## src/rtl/rom_uart_loader.sv

```systemverilog
// UART-fed ROM image loader: 8N1 receiver plus frame parser that streams data bytes
// to the ROM write port and holds the CPU in reset until a frame checks out.
module rom_uart_loader #(
    parameter int CLKS_PER_BIT = 104,
    parameter int TIMEOUT_CLKS = 12000,
    parameter int BOOT_HOLD    = 1
) (
    input  logic        clk_12m,
    input  logic        rst_n,
    input  logic        uart_rx,
    output logic [15:0] rom_write_addr,
    output logic [7:0]  rom_write_data,
    output logic        rom_write_en,
    output logic        cpu_rst,
    output logic        load_busy,
    output logic        load_done,
    output logic        load_err
);

    localparam int CNT_W = $clog2(CLKS_PER_BIT);
    localparam int TMO_W = $clog2(TIMEOUT_CLKS + 1);
    localparam logic [CNT_W-1:0] BIT_LAST  = CNT_W'(CLKS_PER_BIT - 1);
    localparam logic [CNT_W-1:0] HALF_LAST = CNT_W'(CLKS_PER_BIT / 2 - 1);
    localparam logic [TMO_W-1:0] TMO_LAST  = TMO_W'(TIMEOUT_CLKS - 1);

    localparam logic [1:0] RX_IDLE  = 2'd0;
    localparam logic [1:0] RX_START = 2'd1;
    localparam logic [1:0] RX_DATA  = 2'd2;
    localparam logic [1:0] RX_STOP  = 2'd3;

    localparam logic [2:0] ST_IDLE   = 3'd0;
    localparam logic [2:0] ST_ADDR_H = 3'd1;
    localparam logic [2:0] ST_ADDR_L = 3'd2;
    localparam logic [2:0] ST_LEN_H  = 3'd3;
    localparam logic [2:0] ST_LEN_L  = 3'd4;
    localparam logic [2:0] ST_DATA   = 3'd5;
    localparam logic [2:0] ST_CSUM   = 3'd6;

    logic             rx_meta;
    logic             rx_sync;
    logic             rx_prev;
    logic [1:0]       rx_state;
    logic [CNT_W-1:0] clk_cnt;
    logic [2:0]       bit_idx;
    logic [7:0]       rx_shift;
    logic [7:0]       rx_byte;
    logic             rx_byte_valid;
    logic             rx_frame_err;

    logic [2:0]       state;
    logic [15:0]      addr;
    logic [15:0]      count;
    logic [7:0]       sum;
    logic [7:0]       sum_next;
    logic [TMO_W-1:0] timer;

    // Receiver: start edge is re-checked at half a bit, then every bit sampled mid-bit.
    always_ff @(posedge clk_12m or negedge rst_n) begin
        if (!rst_n) begin
            rx_meta       <= 1'b1;
            rx_sync       <= 1'b1;
            rx_prev       <= 1'b1;
            rx_state      <= RX_IDLE;
            clk_cnt       <= '0;
            bit_idx       <= '0;
            rx_shift      <= '0;
            rx_byte       <= '0;
            rx_byte_valid <= 1'b0;
            rx_frame_err  <= 1'b0;
        end else begin
            rx_meta       <= uart_rx;
            rx_sync       <= rx_meta;
            rx_prev       <= rx_sync;
            rx_byte_valid <= 1'b0;
            rx_frame_err  <= 1'b0;
            case (rx_state)
                RX_IDLE: begin
                    clk_cnt <= '0;
                    if (rx_prev && !rx_sync) rx_state <= RX_START;
                end
                RX_START: begin
                    if (clk_cnt == HALF_LAST) begin
                        clk_cnt  <= '0;
                        bit_idx  <= '0;
                        rx_state <= rx_sync ? RX_IDLE : RX_DATA;
                    end else begin
                        clk_cnt <= clk_cnt + 1'b1;
                    end
                end
                RX_DATA: begin
                    if (clk_cnt == BIT_LAST) begin
                        clk_cnt  <= '0;
                        rx_shift <= {rx_sync, rx_shift[7:1]};
                        bit_idx  <= bit_idx + 1'b1;
                        if (bit_idx == 3'd7) rx_state <= RX_STOP;
                    end else begin
                        clk_cnt <= clk_cnt + 1'b1;
                    end
                end
                default: begin
                    if (clk_cnt == BIT_LAST) begin
                        clk_cnt  <= '0;
                        rx_state <= RX_IDLE;
                        if (rx_sync) begin
                            rx_byte       <= rx_shift;
                            rx_byte_valid <= 1'b1;
                        end else begin
                            rx_frame_err <= 1'b1;
                        end
                    end else begin
                        clk_cnt <= clk_cnt + 1'b1;
                    end
                end
            endcase
        end
    end

    always_comb begin
        sum_next = sum + rx_byte;
    end

    // Parser: byte events take priority over framing errors and the idle timeout.
    always_ff @(posedge clk_12m or negedge rst_n) begin
        if (!rst_n) begin
            state          <= ST_IDLE;
            addr           <= '0;
            count          <= '0;
            sum            <= '0;
            timer          <= '0;
            rom_write_addr <= '0;
            rom_write_data <= '0;
            rom_write_en   <= 1'b0;
            cpu_rst        <= (BOOT_HOLD != 0);
            load_busy      <= 1'b0;
            load_done      <= 1'b0;
            load_err       <= 1'b0;
        end else begin
            rom_write_en <= 1'b0;
            load_done    <= 1'b0;
            load_busy    <= (state != ST_IDLE);
            if (rx_byte_valid) begin
                timer <= '0;
                case (state)
                    ST_IDLE: begin
                        if (rx_byte == 8'hA5) begin
                            load_err <= 1'b0;
                            cpu_rst  <= 1'b1;
                            sum      <= '0;
                            state    <= ST_ADDR_H;
                        end
                    end
                    ST_ADDR_H: begin
                        addr[15:8] <= rx_byte;
                        sum        <= sum_next;
                        state      <= ST_ADDR_L;
                    end
                    ST_ADDR_L: begin
                        addr[7:0] <= rx_byte;
                        sum       <= sum_next;
                        state     <= ST_LEN_H;
                    end
                    ST_LEN_H: begin
                        count[15:8] <= rx_byte;
                        sum         <= sum_next;
                        state       <= ST_LEN_L;
                    end
                    ST_LEN_L: begin
                        count[7:0] <= rx_byte;
                        sum        <= sum_next;
                        state      <= ({count[15:8], rx_byte} == 16'h0000) ? ST_CSUM : ST_DATA;
                    end
                    ST_DATA: begin
                        rom_write_en   <= 1'b1;
                        rom_write_addr <= addr;
                        rom_write_data <= rx_byte;
                        addr           <= addr + 16'd1;
                        count          <= count - 16'd1;
                        sum            <= sum_next;
                        if (count == 16'd1) state <= ST_CSUM;
                    end
                    ST_CSUM: begin
                        if (sum_next == 8'h00) begin
                            load_done <= 1'b1;
                            cpu_rst   <= 1'b0;
                        end else begin
                            load_err <= 1'b1;
                        end
                        state <= ST_IDLE;
                    end
                    default: state <= ST_IDLE;
                endcase
            end else if (rx_frame_err) begin
                load_err <= 1'b1;
                timer    <= '0;
                state    <= ST_IDLE;
            end else if (state != ST_IDLE) begin
                if (timer == TMO_LAST) begin
                    load_err <= 1'b1;
                    timer    <= '0;
                    state    <= ST_IDLE;
                end else begin
                    timer <= timer + 1'b1;
                end
            end else begin
                timer <= '0;
            end
        end
    end

endmodule
```

## config.mk

```make
export PLATFORM = sky130hd
export DESIGN_NAME = rom_uart_loader
export DESIGN_NICKNAME = d
export VERILOG_FILES = /design/src/rtl/rom_uart_loader.sv
export SDC_FILE = /design/constraint.sdc
export NUM_CORES = 1
export LEC_CHECK = 0
export ABC_AREA = 1
export CAP_MARGIN = 30
export CORE_MARGIN = 1.5
export CORE_UTILIZATION = 40
export DETAILED_ROUTE_END_ITERATION = 7
export HOLD_SLACK_MARGIN = 0.08
export PLACE_DENSITY = 0.69
export SLEW_MARGIN = 20
export SYNTH_ARGS = -nofsm -noshare
export SYNTH_HDL_FRONTEND = slang
export SYNTH_SLANG_ARGS = --single-unit
export TNS_END_PERCENT = 100
```

## constraint.sdc

```tcl
create_clock -name clk_12m -period 2 [get_ports clk_12m]
set_input_delay 0.4 -clock clk_12m [delete_from_list [all_inputs] [get_ports clk_12m]]
set_output_delay 0.4 -clock clk_12m [all_outputs]
set_load 0.01 [all_outputs]
```

Word level (Yosys, flattened, before mapping). Index checks and enable logic that the tools add are counted.

$add $sub $neg: 6. Bitwise gates (word level): 1. Eq/ne operators: 24. Multiplexer cells: 52. Reductions and logical operators: 32.

Operators with widths (count): one-hot mux 8 bit (2 select lines) (5); two-way mux 14 bit (4); two-way mux 3 bit (8); two-way mux 1 bit (19); one-hot mux 3 bit (6 select lines) (1); adder 16 x 1 -> 16 bit (second input constant) (1); equality test 16 x 1 -> 1 bit (second input constant) (1); zero test 16 bit (1); subtractor 16 x 1 -> 16 bit (second input constant) (1); adder 14 x 1 -> 14 bit (second input constant) (1); equality test 14 bit (second input constant) (1); two-way mux 2 bit (7); two-way mux 7 bit (2); one-hot mux 7 bit (2 select lines) (1); nonzero test 2 bit (7); equality test 3 bit (second input constant) (4); != test 2 bit (second input constant) (6); AND reduction 2 bit (6); nonzero test 3 bit (4); AND reduction 5 bit (2); != test 3 bit (second input constant) (3); AND reduction 3 bit (3); adder 8 bit (1); equality test 8 bit (second input constant) (1); 22 further kinds (25).

Register bits: 119. Input bits: 3. Word-level logic and storage cells: 139.

Depth between registers and ports, before layout.
Word-level depth: 5. Mapped depth: 13.

Worst setup path after synthesis. OpenSTA, ideal clock, no wires.

Path type: register to register. Start: register rx_byte[0]. End: register load_err. Required time: 1883 ps. Path buffers: 0. Stages on the path, launching flop included: 13. Data arrival time: 1715 ps. Path slack: 168 ps. Cell sequence: dfrtp_1 > ha_1 > fa_1 > inv_1 > nand2_1 > nor2_1 > nand2_1 > nor2_1 > nand3_1 > nor2_1 > nand2_1 > nand3_1 > nand2_1.

Word-level cells in the longest chain between the ends: 4. Elaborated cells between the ends (all ways): 6. Those cells by class: add/sub (1); eq/ne (3); reduce/logical (2).

Ends and longest elaborated chain: start, declared (RTL line 46) `logic [7:0] rx_byte;`; start signal, assigned (RTL line 105) `rx_byte <= rx_shift;`; adder 8 bit (RTL line 119) `sum_next = sum + rx_byte;`; zero test 8 bit (RTL line 182) `if (sum_next == 8'h00) begin`; != test 3 bit (no source line); AND reduction 5 bit (no source line) *; end signal, assigned (RTL line 186) `load_err <= 1'b1;`; end signal, assigned (RTL line 193) `load_err <= 1'b1;`; end signal, assigned (RTL line 198) `load_err <= 1'b1;`; end, declared (RTL line 17) `output logic load_err`.

Mark *: on every way between the ends. The rest lies on a longest branch, timed or not. A chain may end at the register's enable or synchronous reset.

Final worst setup path. Ends and elaborated chain as after synthesis.

==> metrics.yaml <==
route:
  drc: 0
  num_vias: 5458
  via_per_inst: 5.082
  wirelength_mm: 14.30
  dr.pass1.iters: 6
  final_antenna_net_count: 0
  drt-initial-drc-count: 399
  wl_per_cell_um: 13.31
synth:
  yosysSeqAreaShare: 0.4774
  ys_top_cells_by_area: "dfrtp_1 (46%), nand2_1 (13%), o21ai_0 (6.5%)"
  synth_fp_nets: 830
  synth.distinct_cells: 38
  syn_inst: 812
  yosys_warnings: 0
  syn_area_um2: 6248
  yosysTopAreaCellShare: 0.4606
  synth_area_per_cell_um2: 7.695
  ys_ff_latch: 119
  yosys.area.top_type: "dfrtp_1"
hold_path:
  hp-class: "reg -> reg"
  hold_depth: 0
  hold_start: "rx_meta"
  min_to: "rx_sync"
die:
  fp.coreArea_um2: 15200
  die_area_um2: 16380
  initial_core_util: 0.4110
  pin_count: 32
  die_h_um: 128.0
  row_count: 45
  die_x_um: 128.0
sta:
  fin_hold_ws_ns: 0.3588
  slew_headroom: 0.7181
  fin_crit_ns: 1.880
  maxSlewViolCount: 0
  period_share: 0.9399
  setup_viol: 0
  tightest_slew_ns: 0.4222
  max_freq_mhz: 531.9
  setup_tns_ns: 0
  rsz0062_at_grt: "yes"
  finalHoldViolations: 0
  finClkSkew_ns: 0.007803
setup_path:
  regToRegSetupSlack_ns: 0.12
  cp_max_fo: 4
  critPathMaxStageDelay_ns: 0.39
  worst-path-buf-inv: 0
  cp_cell_sequence: "ha_2 -> fa_2 -> nand2_2 -> nand2_1 -> nand3_1 -> nand2_1 -> nand2_1 -> nand2_1 -> nor2_2 -> nand2_2 -> nand3_1 -> nand2_1"
  cpMostUsedCell: "nand2_1"
  cp_top_family: "simple AND/OR/NAND/NOR gates"
  r2r-start: "rx_byte[0]"
  required_ns: 2.32
  worst-setup-path-type: "reg -> reg"
  path_depth: 12
  critPathCaptureType: "flop"
  regToRegEndpoint: "load_err"
  reg2reg_depth: 12
  cp_slowest_cell: "dfrtp_1"
  cp.arrival_ns: 2.20
  cp-start-kind: "flop"
finish:
  final_nets: 891
  fin_cells: 1074
  num_antenna_cells: 0
  fill_cells: 1492
  syn2layout_area_growth_pct: 20.66
  drive_above_1_share: 0.09932
  finalInstanceArea_um2: 7540
pwr:
  swShare: 0.2280
  p_total_uw: 5762
  power_density_nw_per_um2: 764.2
  vdd_drop_max_v: 0.0009541
  p_switching_uw: 1314
  cellLeakagePower_uw: 0.003699
  intPower_uw: 4448
  combPwrFrac: 0.054
  seq_power_share: 0.435
  clkPwrFrac: 0.511
global_routing:
  gr-total-overflow: 0
  grt_max_degree: 53
  track_usage: 0.1902
  grt_pass1_vias: 5339
  antenna_found_initial: 0
  grt_pass1_wl_mm: 24.56
run_status:
  status: "finished, final reports clean"
clock_tree:
  clk_pin_slew_ns: 0.06
  h-tree-depth: 4
  numClockSinks: 119
  cts_root_buffer: "clkbuf_16"
  cts_buffers: 17
  cts.path.max_buffers: 2
  cts_tree: "yes"
  insertion_delay_ns: 0.43
placement:
  place_congestion: 0.9289
  dp_hpwl_mm: 10.18
  place_area_um2: 6939
  place_inst: 1040
  io_buffer_count: 31
job:
  cap_violations: 0
-- state kept, by name, summed over array words and instances, names as in the netlist --
name            count
rx_shift            8
timer              14
rom_write_data      8
load_busy           1
count              16
clk_cnt             7
rx_state            2
rom_write_en        1
cpu_rst             1
load_done           1
rx_sync             1
rom_write_addr     16
sum                 8
rx_byte_valid       1
rx_byte             8
rx_prev             1
addr               16
load_err            1
rx_meta             1
state               3
bit_idx             3
rx_frame_err        1
-- through the flow --
step	utilization	setup WS, ns
global placement	0.4565	0.09702
CTS	0.4945	0.03834
floorplan	-	0.1682
global route	0.4960	-0.03968
detailed placement	0.4565	0.05566
finish	0.4960	0.1201
-- how the worst max path moves through the flow --
stage	startpoint	endpoint	slack [ns]
floorplan	rx_byte[0]	load_err	0.17
global placement	rx_byte[0]	load_err	0.1
detailed placement	rx_byte[0]	load_err	0.06
CTS	rx_byte[0]	load_err	0.04
global route	rx_byte[0]	load_err	-0.04
finish	rx_byte[0]	load_err	0.12
-- layer usage --
metal,global-route usage,share of wire,vias up
met1,0.2340,0.45,2528
li1,-,-,2760
met3,0.05134,0.045,31
met2,0.3140,0.48,139
met4,0.08394,0.020,0
met5,0,0,-
-- power groups by stage --
stage	clock network (uW)	logic, uW	registers [uW]
global placement	0	307	2550
global route	3100	364	2510
finish	2950	311	2500
CTS	2990	319	2510
floorplan	0	188	2540
detailed placement	0	311	2550
-- placed cells by master, fill, tap and decap left out, types with 7 or more instances in the layout --
master and instances:
nor2_1 81, clkbuf_16 17, buf_4 20, ha_1 13
clkdlybuf4s50_1 30, xor2_1 10, nand4_1 17, inv_2 7
nand2_1 219, nor2_2 7, nand3_1 54, inv_1 103
o21ai_0 81, a31oi_1 7, nor3_1 17, dfrtp_1 115
a21oi_1 22
-- cell families (layout without fill, tap and decap cells) --
group / Yosys count / after routing / synth area share
DFF: 119 / 119 / 0.4774
xor gates and xnor gates: 12 / 12 / 0.01682
and+or+nand+nor: 412 / 412 / 0.2837
adders and majority gates: 15 / 15 / 0.03124
buffers and inverters: 124 / 198 / 0.07749
AOI/OAI and AO/OA: 130 / 130 / 0.1133
-- worst register-to-register path, cell delays in order (launching register included) --
cell and delay (ns):
dfrtp_1 0.39, ha_2 0.22, fa_2 0.37, nand2_2 0.09
nand2_1 0.09, nand3_1 0.10, nand2_1 0.06, nand2_1 0.06
nand2_1 0.07, nor2_2 0.13, nand2_2 0.08, nand3_1 0.07
nand2_1 0.05
-- timing repair --
item                       in CTS  in global routing
setup endpoints to repair       0                  3
hold buffers                    1                  0
hold endpoints to repair       16                  0
resized for setup               0                  6
buffers inserted                0                  1
-- layout make-up --
class	instances	area (um^2)	share of cell area
well taps	188	235.2	0.03120
flip-flops and latches	119	2983	0.3956
multi-input cells	569	2796	0.3709
clock inverters	9	100.1	0.01328
clock buffers	23	467.9	0.06206
inverters	111	416.7	0.05526
repair buffers	55	540.5	0.07169
-- synth_stat cells (all sizes together) --
master / n
a32oi: 2
clkbuf: 7
a22oi: 6
dfstp: 4
a31oi: 7
nor3: 18
xnor2: 2
o21ai: 86
nand2: 226
a21bo: 1
nand3b: 2
o211ai: 2
nand4: 17
buf: 6
dfrtp: 115
nor4: 1
clkinv: 1
xor2: 10
nand3: 54
ha: 14
or2: 1
a21boi: 1
fa: 1
a21oi: 23
nor2: 93
o22ai: 2
inv: 110
Note: power is estimated with default switching activity, not from simulation.
